**src/rtl/accum_arb_pkg.sv**
```systemverilog
// Shared types and widths for the accumulator arbiter: FSM state enum,
// default parameter values and the requester-id width helper.
package accum_arb_pkg;

  typedef enum logic [1:0] {
    IDLE = 2'd0,
    EN   = 2'd1,
    DROP = 2'd2,
    RESP = 2'd3
  } state_t;

  localparam int DEF_NUM_REQ        = 4;
  localparam int DEF_ACCUM_WIDTH    = 256;
  localparam int DEF_ADD_WIDTH      = 128;
  localparam int DEF_TIMEOUT_CYCLES = 64;

  function automatic int id_width(input int n);
    return (n > 1) ? $clog2(n) : 1;
  endfunction

endpackage

```
**src/rtl/accum_arbiter_if.sv**
```systemverilog
// Bundle of client request/response and accumulator-side signals of accum_arbiter.
// master = arbiter side, slave = clients plus accumulator instance.
interface accum_arbiter_if #(
  parameter int NUM_REQ     = accum_arb_pkg::DEF_NUM_REQ,
  parameter int ACCUM_WIDTH = accum_arb_pkg::DEF_ACCUM_WIDTH,
  parameter int ADD_WIDTH   = accum_arb_pkg::DEF_ADD_WIDTH
);
  localparam int IDW = accum_arb_pkg::id_width(NUM_REQ);

  // req_ready is a one-cycle accept: the addend is captured in the cycle
  // where req_valid[i] and req_ready[i] are both high; acc_en/acc_done run
  // a four-phase handshake (en up, done up, en down, done down).
  logic [NUM_REQ-1:0]           req_valid;
  logic [NUM_REQ*ADD_WIDTH-1:0] req_add;
  logic [NUM_REQ-1:0]           req_ready;
  logic                         rsp_valid;
  logic [IDW-1:0]               rsp_id;
  logic [ACCUM_WIDTH-1:0]       rsp_accum;
  logic                         rsp_err;
  logic                         busy;
  logic                         acc_en;
  logic [ADD_WIDTH-1:0]         acc_add;
  logic [ACCUM_WIDTH-1:0]       acc_accum;
  logic                         acc_done;
  accum_arb_pkg::state_t        state;

  modport master (
    input  req_valid, req_add, acc_accum, acc_done,
    output req_ready, rsp_valid, rsp_id, rsp_accum, rsp_err, busy,
           acc_en, acc_add, state
  );

  modport slave (
    output req_valid, req_add, acc_accum, acc_done,
    input  req_ready, rsp_valid, rsp_id, rsp_accum, rsp_err, busy,
           acc_en, acc_add, state
  );

endinterface

```
**src/rtl/accum_rr_pick.sv**
```systemverilog
// Combinational round-robin picker: first valid requester after ptr, wrapping.
module accum_rr_pick
  import accum_arb_pkg::*;
#(
  parameter int NUM_REQ = DEF_NUM_REQ,
  parameter int IDW     = id_width(NUM_REQ)
) (
  input  logic [NUM_REQ-1:0] req_valid,
  input  logic [IDW-1:0]     ptr,
  output logic [NUM_REQ-1:0] grant,
  output logic [IDW-1:0]     idx,
  output logic               any
);

  logic [IDW-1:0] cand;

  always_comb begin
    grant = '0;
    idx   = '0;
    any   = 1'b0;
    cand  = '0;
    for (int k = 1; k <= NUM_REQ; k++) begin
      cand = IDW'((int'(ptr) + k) % NUM_REQ);
      if (!any && req_valid[cand]) begin
        any         = 1'b1;
        idx         = cand;
        grant[cand] = 1'b1;
      end
    end
  end

endmodule

```
**src/rtl/accum_arbiter.sv**
```systemverilog
// Round-robin arbiter sharing one en/done accumulator among NUM_REQ clients.
// Optional handshake watchdog: define ACCUM_ARB_TIMEOUT_EN.
module accum_arbiter
  import accum_arb_pkg::*;
#(
  parameter int NUM_REQ     = DEF_NUM_REQ,
  parameter int ACCUM_WIDTH = DEF_ACCUM_WIDTH,
  parameter int ADD_WIDTH   = DEF_ADD_WIDTH
`ifdef ACCUM_ARB_TIMEOUT_EN
  , parameter int TIMEOUT_CYCLES = DEF_TIMEOUT_CYCLES
`endif
) (
  input logic             clk,
  input logic             reset,
  accum_arbiter_if.master bus
);

  localparam int IDW = id_width(NUM_REQ);

  state_t                 state_q, state_d;
  logic [IDW-1:0]         ptr_q, ptr_d, id_q, id_d, rsp_id_q, rsp_id_d;
  logic [ADD_WIDTH-1:0]   add_q, add_d;
  logic [ACCUM_WIDTH-1:0] accum_q, accum_d, rsp_accum_q, rsp_accum_d;
  logic                   rsp_err_q, rsp_err_d, rsp_valid_q, rsp_valid_d;
  logic                   acc_en_q, acc_en_d, busy_q, busy_d;
  logic [NUM_REQ-1:0]     req_ready, pick_grant;
  logic [IDW-1:0]         pick_idx;
  logic                   pick_any, timeout, timed_out;
  logic [ADD_WIDTH-1:0]   add_arr [NUM_REQ];

  for (genvar i = 0; i < NUM_REQ; i++) begin : g_add
    assign add_arr[i] = bus.req_add[i*ADD_WIDTH +: ADD_WIDTH];
  end

  accum_rr_pick #(.NUM_REQ(NUM_REQ), .IDW(IDW)) u_pick (
    .req_valid (bus.req_valid),
    .ptr       (ptr_q),
    .grant     (pick_grant),
    .idx       (pick_idx),
    .any       (pick_any)
  );

`ifdef ACCUM_ARB_TIMEOUT_EN
  localparam int CW = $clog2(TIMEOUT_CYCLES + 1);
  logic [CW-1:0] cnt_q, cnt_d;

  // One counter spans EN and DROP; it restarts only when a new handshake begins.
  assign timeout = (cnt_q == CW'(TIMEOUT_CYCLES - 1));

  always_comb begin
    cnt_d = cnt_q;
    if (state_q == IDLE && state_d == EN)        cnt_d = '0;
    else if (state_q == EN || state_q == DROP)   cnt_d = cnt_q + 1'b1;
  end
`else
  assign timeout = 1'b0;
`endif

  always_comb begin
    state_d     = state_q;
    ptr_d       = ptr_q;
    add_d       = add_q;
    id_d        = id_q;
    accum_d     = accum_q;
    rsp_id_d    = rsp_id_q;
    rsp_accum_d = rsp_accum_q;
    rsp_err_d   = rsp_err_q;
    req_ready   = '0;
    timed_out   = 1'b0;
    case (state_q)
      IDLE: begin
        // A done level left over from an earlier transaction blocks new grants.
        if (pick_any && !bus.acc_done) begin
          req_ready = pick_grant;
          add_d     = add_arr[pick_idx];
          id_d      = pick_idx;
          ptr_d     = pick_idx;
          state_d   = EN;
        end
      end
      EN: begin
        if (bus.acc_done) begin
          accum_d = bus.acc_accum;
          state_d = DROP;
        end else if (timeout) begin
          timed_out = 1'b1;
          state_d   = RESP;
        end
      end
      DROP: begin
        if (!bus.acc_done) begin
          state_d = RESP;
        end else if (timeout) begin
          timed_out = 1'b1;
          state_d   = RESP;
        end
      end
      default: state_d = IDLE;
    endcase
    if (state_q != RESP && state_d == RESP) begin
      rsp_id_d    = id_q;
      rsp_accum_d = timed_out ? '0 : accum_q;
      rsp_err_d   = timed_out;
    end
    acc_en_d    = (state_d == EN);
    rsp_valid_d = (state_d == RESP);
    busy_d      = (state_d != IDLE);
  end

  always_ff @(posedge clk) begin
    if (reset) begin
      state_q     <= IDLE;
      ptr_q       <= IDW'(NUM_REQ - 1);
      add_q       <= '0;
      id_q        <= '0;
      accum_q     <= '0;
      rsp_id_q    <= '0;
      rsp_accum_q <= '0;
      rsp_err_q   <= 1'b0;
      rsp_valid_q <= 1'b0;
      acc_en_q    <= 1'b0;
      busy_q      <= 1'b0;
`ifdef ACCUM_ARB_TIMEOUT_EN
      cnt_q       <= '0;
`endif
    end else begin
      state_q     <= state_d;
      ptr_q       <= ptr_d;
      add_q       <= add_d;
      id_q        <= id_d;
      accum_q     <= accum_d;
      rsp_id_q    <= rsp_id_d;
      rsp_accum_q <= rsp_accum_d;
      rsp_err_q   <= rsp_err_d;
      rsp_valid_q <= rsp_valid_d;
      acc_en_q    <= acc_en_d;
      busy_q      <= busy_d;
`ifdef ACCUM_ARB_TIMEOUT_EN
      cnt_q       <= cnt_d;
`endif
    end
  end

  assign bus.req_ready = req_ready;
  assign bus.rsp_valid = rsp_valid_q;
  assign bus.rsp_id    = rsp_id_q;
  assign bus.rsp_accum = rsp_accum_q;
  assign bus.rsp_err   = rsp_err_q;
  assign bus.busy      = busy_q;
  assign bus.acc_en    = acc_en_q;
  assign bus.acc_add   = add_q;
  assign bus.state     = state_q;

endmodule
```
**src/flat_wrapper.sv**
```systemverilog
// flat-port wrapper written by rule: the top's interface ports become plain ports
module accum_arbiter_flat import accum_arb_pkg::*;
#(
  parameter int NUM_REQ     = DEF_NUM_REQ,
  parameter int ACCUM_WIDTH = DEF_ACCUM_WIDTH,
  parameter int ADD_WIDTH   = DEF_ADD_WIDTH

)
  (clk, reset, bus_req_valid, bus_req_add, bus_acc_accum, bus_acc_done, bus_req_ready, bus_rsp_valid, bus_rsp_id, bus_rsp_accum, bus_rsp_err, bus_busy, bus_acc_en, bus_acc_add, bus_state);
  accum_arbiter_if #(.NUM_REQ(NUM_REQ), .ACCUM_WIDTH(ACCUM_WIDTH), .ADD_WIDTH(ADD_WIDTH)) bus_i ();
  input logic clk;
  input logic reset;
  input wire logic [$bits(bus_i.req_valid)-1:0] bus_req_valid;
  input wire logic [$bits(bus_i.req_add)-1:0] bus_req_add;
  input wire logic [$bits(bus_i.acc_accum)-1:0] bus_acc_accum;
  input wire logic [$bits(bus_i.acc_done)-1:0] bus_acc_done;
  output wire logic [$bits(bus_i.req_ready)-1:0] bus_req_ready;
  output wire logic [$bits(bus_i.rsp_valid)-1:0] bus_rsp_valid;
  output wire logic [$bits(bus_i.rsp_id)-1:0] bus_rsp_id;
  output wire logic [$bits(bus_i.rsp_accum)-1:0] bus_rsp_accum;
  output wire logic [$bits(bus_i.rsp_err)-1:0] bus_rsp_err;
  output wire logic [$bits(bus_i.busy)-1:0] bus_busy;
  output wire logic [$bits(bus_i.acc_en)-1:0] bus_acc_en;
  output wire logic [$bits(bus_i.acc_add)-1:0] bus_acc_add;
  output wire logic [$bits(bus_i.state)-1:0] bus_state;
  assign bus_i.req_valid = bus_req_valid;
  assign bus_i.req_add = bus_req_add;
  assign bus_i.acc_accum = bus_acc_accum;
  assign bus_i.acc_done = bus_acc_done;
  assign bus_req_ready = bus_i.req_ready;
  assign bus_rsp_valid = bus_i.rsp_valid;
  assign bus_rsp_id = bus_i.rsp_id;
  assign bus_rsp_accum = bus_i.rsp_accum;
  assign bus_rsp_err = bus_i.rsp_err;
  assign bus_busy = bus_i.busy;
  assign bus_acc_en = bus_i.acc_en;
  assign bus_acc_add = bus_i.acc_add;
  assign bus_state = bus_i.state;
  accum_arbiter #(.NUM_REQ(NUM_REQ), .ACCUM_WIDTH(ACCUM_WIDTH), .ADD_WIDTH(ADD_WIDTH)) u_core (.clk(clk), .reset(reset), .bus(bus_i));
endmodule
```
**config.mk**
```make
export PLATFORM = sky130hd
export DESIGN_NAME = accum_arbiter_flat
export DESIGN_NICKNAME = d
export VERILOG_FILES = /design/src/rtl/accum_arb_pkg.sv /design/src/rtl/accum_arbiter_if.sv /design/src/rtl/accum_rr_pick.sv /design/src/rtl/accum_arbiter.sv /design/src/flat_wrapper.sv
export SDC_FILE = /design/constraint.sdc
export NUM_CORES = 2
export LEC_CHECK = 0
export CAP_MARGIN = 20
export CORE_AREA = 2 2 460 462
export CTS_CLUSTER_DIAMETER = 50
export CTS_CLUSTER_SIZE = 30
export DETAILED_ROUTE_END_ITERATION = 10
export DIE_AREA = 0 0 462 464
export HOLD_SLACK_MARGIN = 0.15
export PLACE_DENSITY = 0.42
export SYNTH_ARGS = -nofsm -noshare
export SYNTH_HDL_FRONTEND = slang
export SYNTH_SLANG_ARGS = --single-unit
```
**constraint.sdc**
```tcl
create_clock -name clk -period 7.63 [get_ports clk]
set_input_delay 1.526 -clock clk [delete_from_list [all_inputs] [get_ports clk]]
set_output_delay 1.526 -clock clk [all_outputs]
set_load 0.01 [all_outputs]
```
==> results.txt <==
Outcome: complete, no violations
Largest net degree at the start of global routing: 184
Wire length on met3: 18700 µm
Post-synth ARST share: 0
Starting Density: 0.146
Highest Signal Layer: met5
Hold-fix buffers, CTS: 0
Synth Cell Area: 30500 µm²
Routed len/inst: 23.7 µm
Power per cell area: 235 nW/µm²
Origin of the worst min-delay path: u_core.accum_q[193]$_SDFFE_PP0P_
TritonRoute pass-1 iters: 5
Max-slew violations: 0
# rows: 168
Register Area: 13000 µm²
RSZ-0062 raised after global routing: no
Synth-to-layout area growth: 60.7%
Syn nets: 4750
Critical Path AT: 4140 ps
Antenna violations before repair: 119
Die area: 214000 µm²
CTS tree: built
Met2 wire length: 90500 µm
CP most frequent cell: clkdlybuf4s50_1
Area leader, netlist: dfxtp_1
DRC: 0
Grt ovf: 0
Fillers: 23200
Cells along the critical path: clkdlybuf4s50_1, mux4_2, nor2b_1, a22o_1, mux2i_1, a21oi_1, clkdlybuf4s50_1
Synthesized area per cell: 7.70 µm²
Lkg Pwr: 15.5 nW
Max-cap violations: 0
Initial DRC count: 2501
CTS Buf Count: 111
GRT Total Usage: 0.166
Worst hold path class: flip-flop to flip-flop
Fin nets: 5678
Area occupied by multi-input gates: 15900 µm²
Chip Width: 462 µm
Post-Route WL: 187000 µm
Synth area leaders: dfxtp_1 (43%), nand2_1 (17%), a21oi_1 (8.6%)
First-pass GRT wire length: 260000 µm
Layout cell share with drive strength beyond 1: 0.0627
Final ANT Viol Nets: 0
CTS max path bufs: 3
Vias: 34600
Final number of hold-violating endpoints: 0
Worst-Margin Slew: 1140 ps
Post-synth EDFFs: 0
Post-DP HPWL: 130000 µm
Setup crit end: bus_req_ready[2]
Crit path max fanout: 11
# IOs: 1171
Reg2Reg Setup Slack: 2780 ps
Final Setup Violations: 0
Synth Register Bits: 651
Slew headroom: 0.242
Maximum clock rate: 0.176 GHz
Clk Latency, worst-skew pair: 770 ps
Crit start category: primary input
Min cycle time layout: 5670 ps
H-tree levels: 3
Crit Path Category: primary input to output port
FF-to-FF End: u_core.bus.acc_add[59]$_SDFFE_PP0P_
Setup Buffers After CTS: 0
Final setup margin: 1960 ps
GPL Wtd Cong: 0.839
Synth warn: 0
Clock skew: 81.0 ps
Main synth FF type: dfxtp_1
CP endpoint kind: output port
Reg2reg path depth: 9
Clock root buffer: clkbuf_16
IR drop worst, VDD: 0.000199 V
Total Neg Setup Slack: 0 ps
Max stage delay on crit path: 670 ps
Count of input and output buffers: 1169
Post-CTS sizing: 0
Synth cell types: 44
Core Region: 209000 µm²
Reg-to-Reg Start: u_core.ptr_q[0]$_SDFFE_PP1P_
Seq/Total Area, Yosys: 0.427
Yosys top cell area share: 0.427
Vias in the first global route: 34200
CP max stage cell: mux4_2
Pre-CTS WS: 2010 ps
Final worst-path cycle share: 0.743
Vias per cell: 4.39
Req. time, crit path: 6100 ps
Gate Count Post-Synth: 3967
Number of clock sinks: 651
Crit path from: bus_req_valid[0]
Worst-path clk slew: 60 ps
Met1 Wirelength: 67600 µm
Die height: 464 µm
[cell usage after synthesis (4+ instances only)]
library cell / count
mux2i_1: 7
a21oi_1: 522
buf_1: 14
and2_1: 130
buf_6: 13
a2111oi_0: 90
and4_1: 128
o211ai_1: 129
nor3_1: 4
a22o_1: 4
buf_2: 42
dfxtp_1: 651
clkbuf_1: 333
a211oi_1: 128
nand2_1: 1418
a221oi_1: 127
nor2_1: 12
a22oi_1: 129
o21ai_0: 6
a2111oi_2: 39
ha_1: 8
[worst max-delay path: cells and delay by family]
kind                   cells  cell delay [ps]
and+or+nand+nor            1              300
AOI/OAI and AO/OA          2              360
buffers and inverters      2             1210
muxes                      2              740
[cell families after synthesis]
| logic type | count (synthesis) | share of synthesized area |
|---|---|---|
| adder cells (fa/ha/maj) | 8 | 0.00328 |
| AND/OR/NAND/NOR | 1709 | 0.244 |
| buffers and inverters | 406 | 0.0551 |
| flip-flops | 651 | 0.427 |
| multiplexers | 11 | 0.00488 |
| other | 1 | 0.000123 |
| AO/OA/AOI/OAI | 1181 | 0.266 |
[sequential cells by signal (all words and copies together) (netlist names)]
name and flops:
u_core.bus.acc_add 128, u_core.ptr_q 2, u_core.accum_q 256, u_core.bus.acc_en 1, u_core.bus.rsp_id 2, u_core.bus.busy 1, u_core.bus.rsp_valid 1, u_core.id_q 2
u_core.bus.rsp_accum 256, u_core.bus.state 2
[metrics by stage]
| stage | cell area (µm²) | hold WS [ps] | cells | total power [mW] | util |
|---|---|---|---|---|---|
| CTS | 48900 | 429 | 7794 | 11.7 | 0.234 |
| global placement | 44800 | 436 | 7586 | 6.11 | 0.214 |
| detailed placement | 44800 | 443 | 7587 | 6.14 | 0.214 |
| floorplan | 30500 | 432 | 3967 | 4.91 | - |
| global route | 49000 | 439 | 7854 | 12.0 | 0.234 |
| finish | 49100 | 414 | 7869 | 11.5 | 0.235 |
[report_power, final]
| part | switching [mW] | internal, mW | leakage (nW) |
|---|---|---|---|
| Sequential | 0.106 | 3.54 | 5.28 |
| Clock | 2.11 | 3.34 | 1.98 |
| Combinational | 1.40 | 1.02 | 8.29 |
| Total | 3.61 | 7.90 | 15.5 |
[worst min path at each step]
| stage | endpoint | slack (ps) | cells after the start |
|---|---|---|---|
| floorplan | u_core.bus.rsp_accum[0]$_SDFFE_PP0P_ | 430 | 2 |
| global placement | u_core.bus.rsp_accum[173]$_SDFFE_PP0P_ | 440 | 2 |
| detailed placement | u_core.bus.rsp_accum[230]$_SDFFE_PP0P_ | 440 | 2 |
| CTS | u_core.bus.rsp_accum[193]$_SDFFE_PP0P_ | 430 | 2 |
| global route | u_core.bus.rsp_accum[193]$_SDFFE_PP0P_ | 440 | 2 |
| finish | u_core.bus.rsp_accum[193]$_SDFFE_PP0P_ | 410 | 2 |
[layout by cell type, fill, tap and decap left out, drive strengths merged, types with 3 or more instances in the layout]
cell,count
clkinvlp,6
buf,50
or3,3
nor2,12
nand2,1418
clkbuf,141
a22o,4
nor3,4
a211oi,129
o21ai,7
diode,75
mux2i,7
bufinv,12
o211ai,129
a21oi,522
a22oi,129
mux4,3
dfxtp,651
a221oi,129
clkinv,29
clkdlybuf4s50,1168
inv,21
and2,130
ha,8
a2111oi,129
and4,128
[cell type report]
type | instances | area share
Multi-Input combinational cell | 2910 | 0.325
Antenna cell | 75 | 0.00383
Clock inverter | 66 | 0.0193
Inverter | 2 | 0.000255
Sequential cell | 651 | 0.266
Clock buffer | 141 | 0.0634
Tap cell | 2805 | 0.0715
Timing Repair Buffer | 1219 | 0.251
[layer usage]
layer | vias up | GRT usage
met1 | 16700 | 0.171
li1 | 16100 | -
met2 | 1362 | 0.277
met4 | 66 | 0.102
met5 | - | 0
met3 | 374 | 0.0694
(Power assumes the default switching activity.)
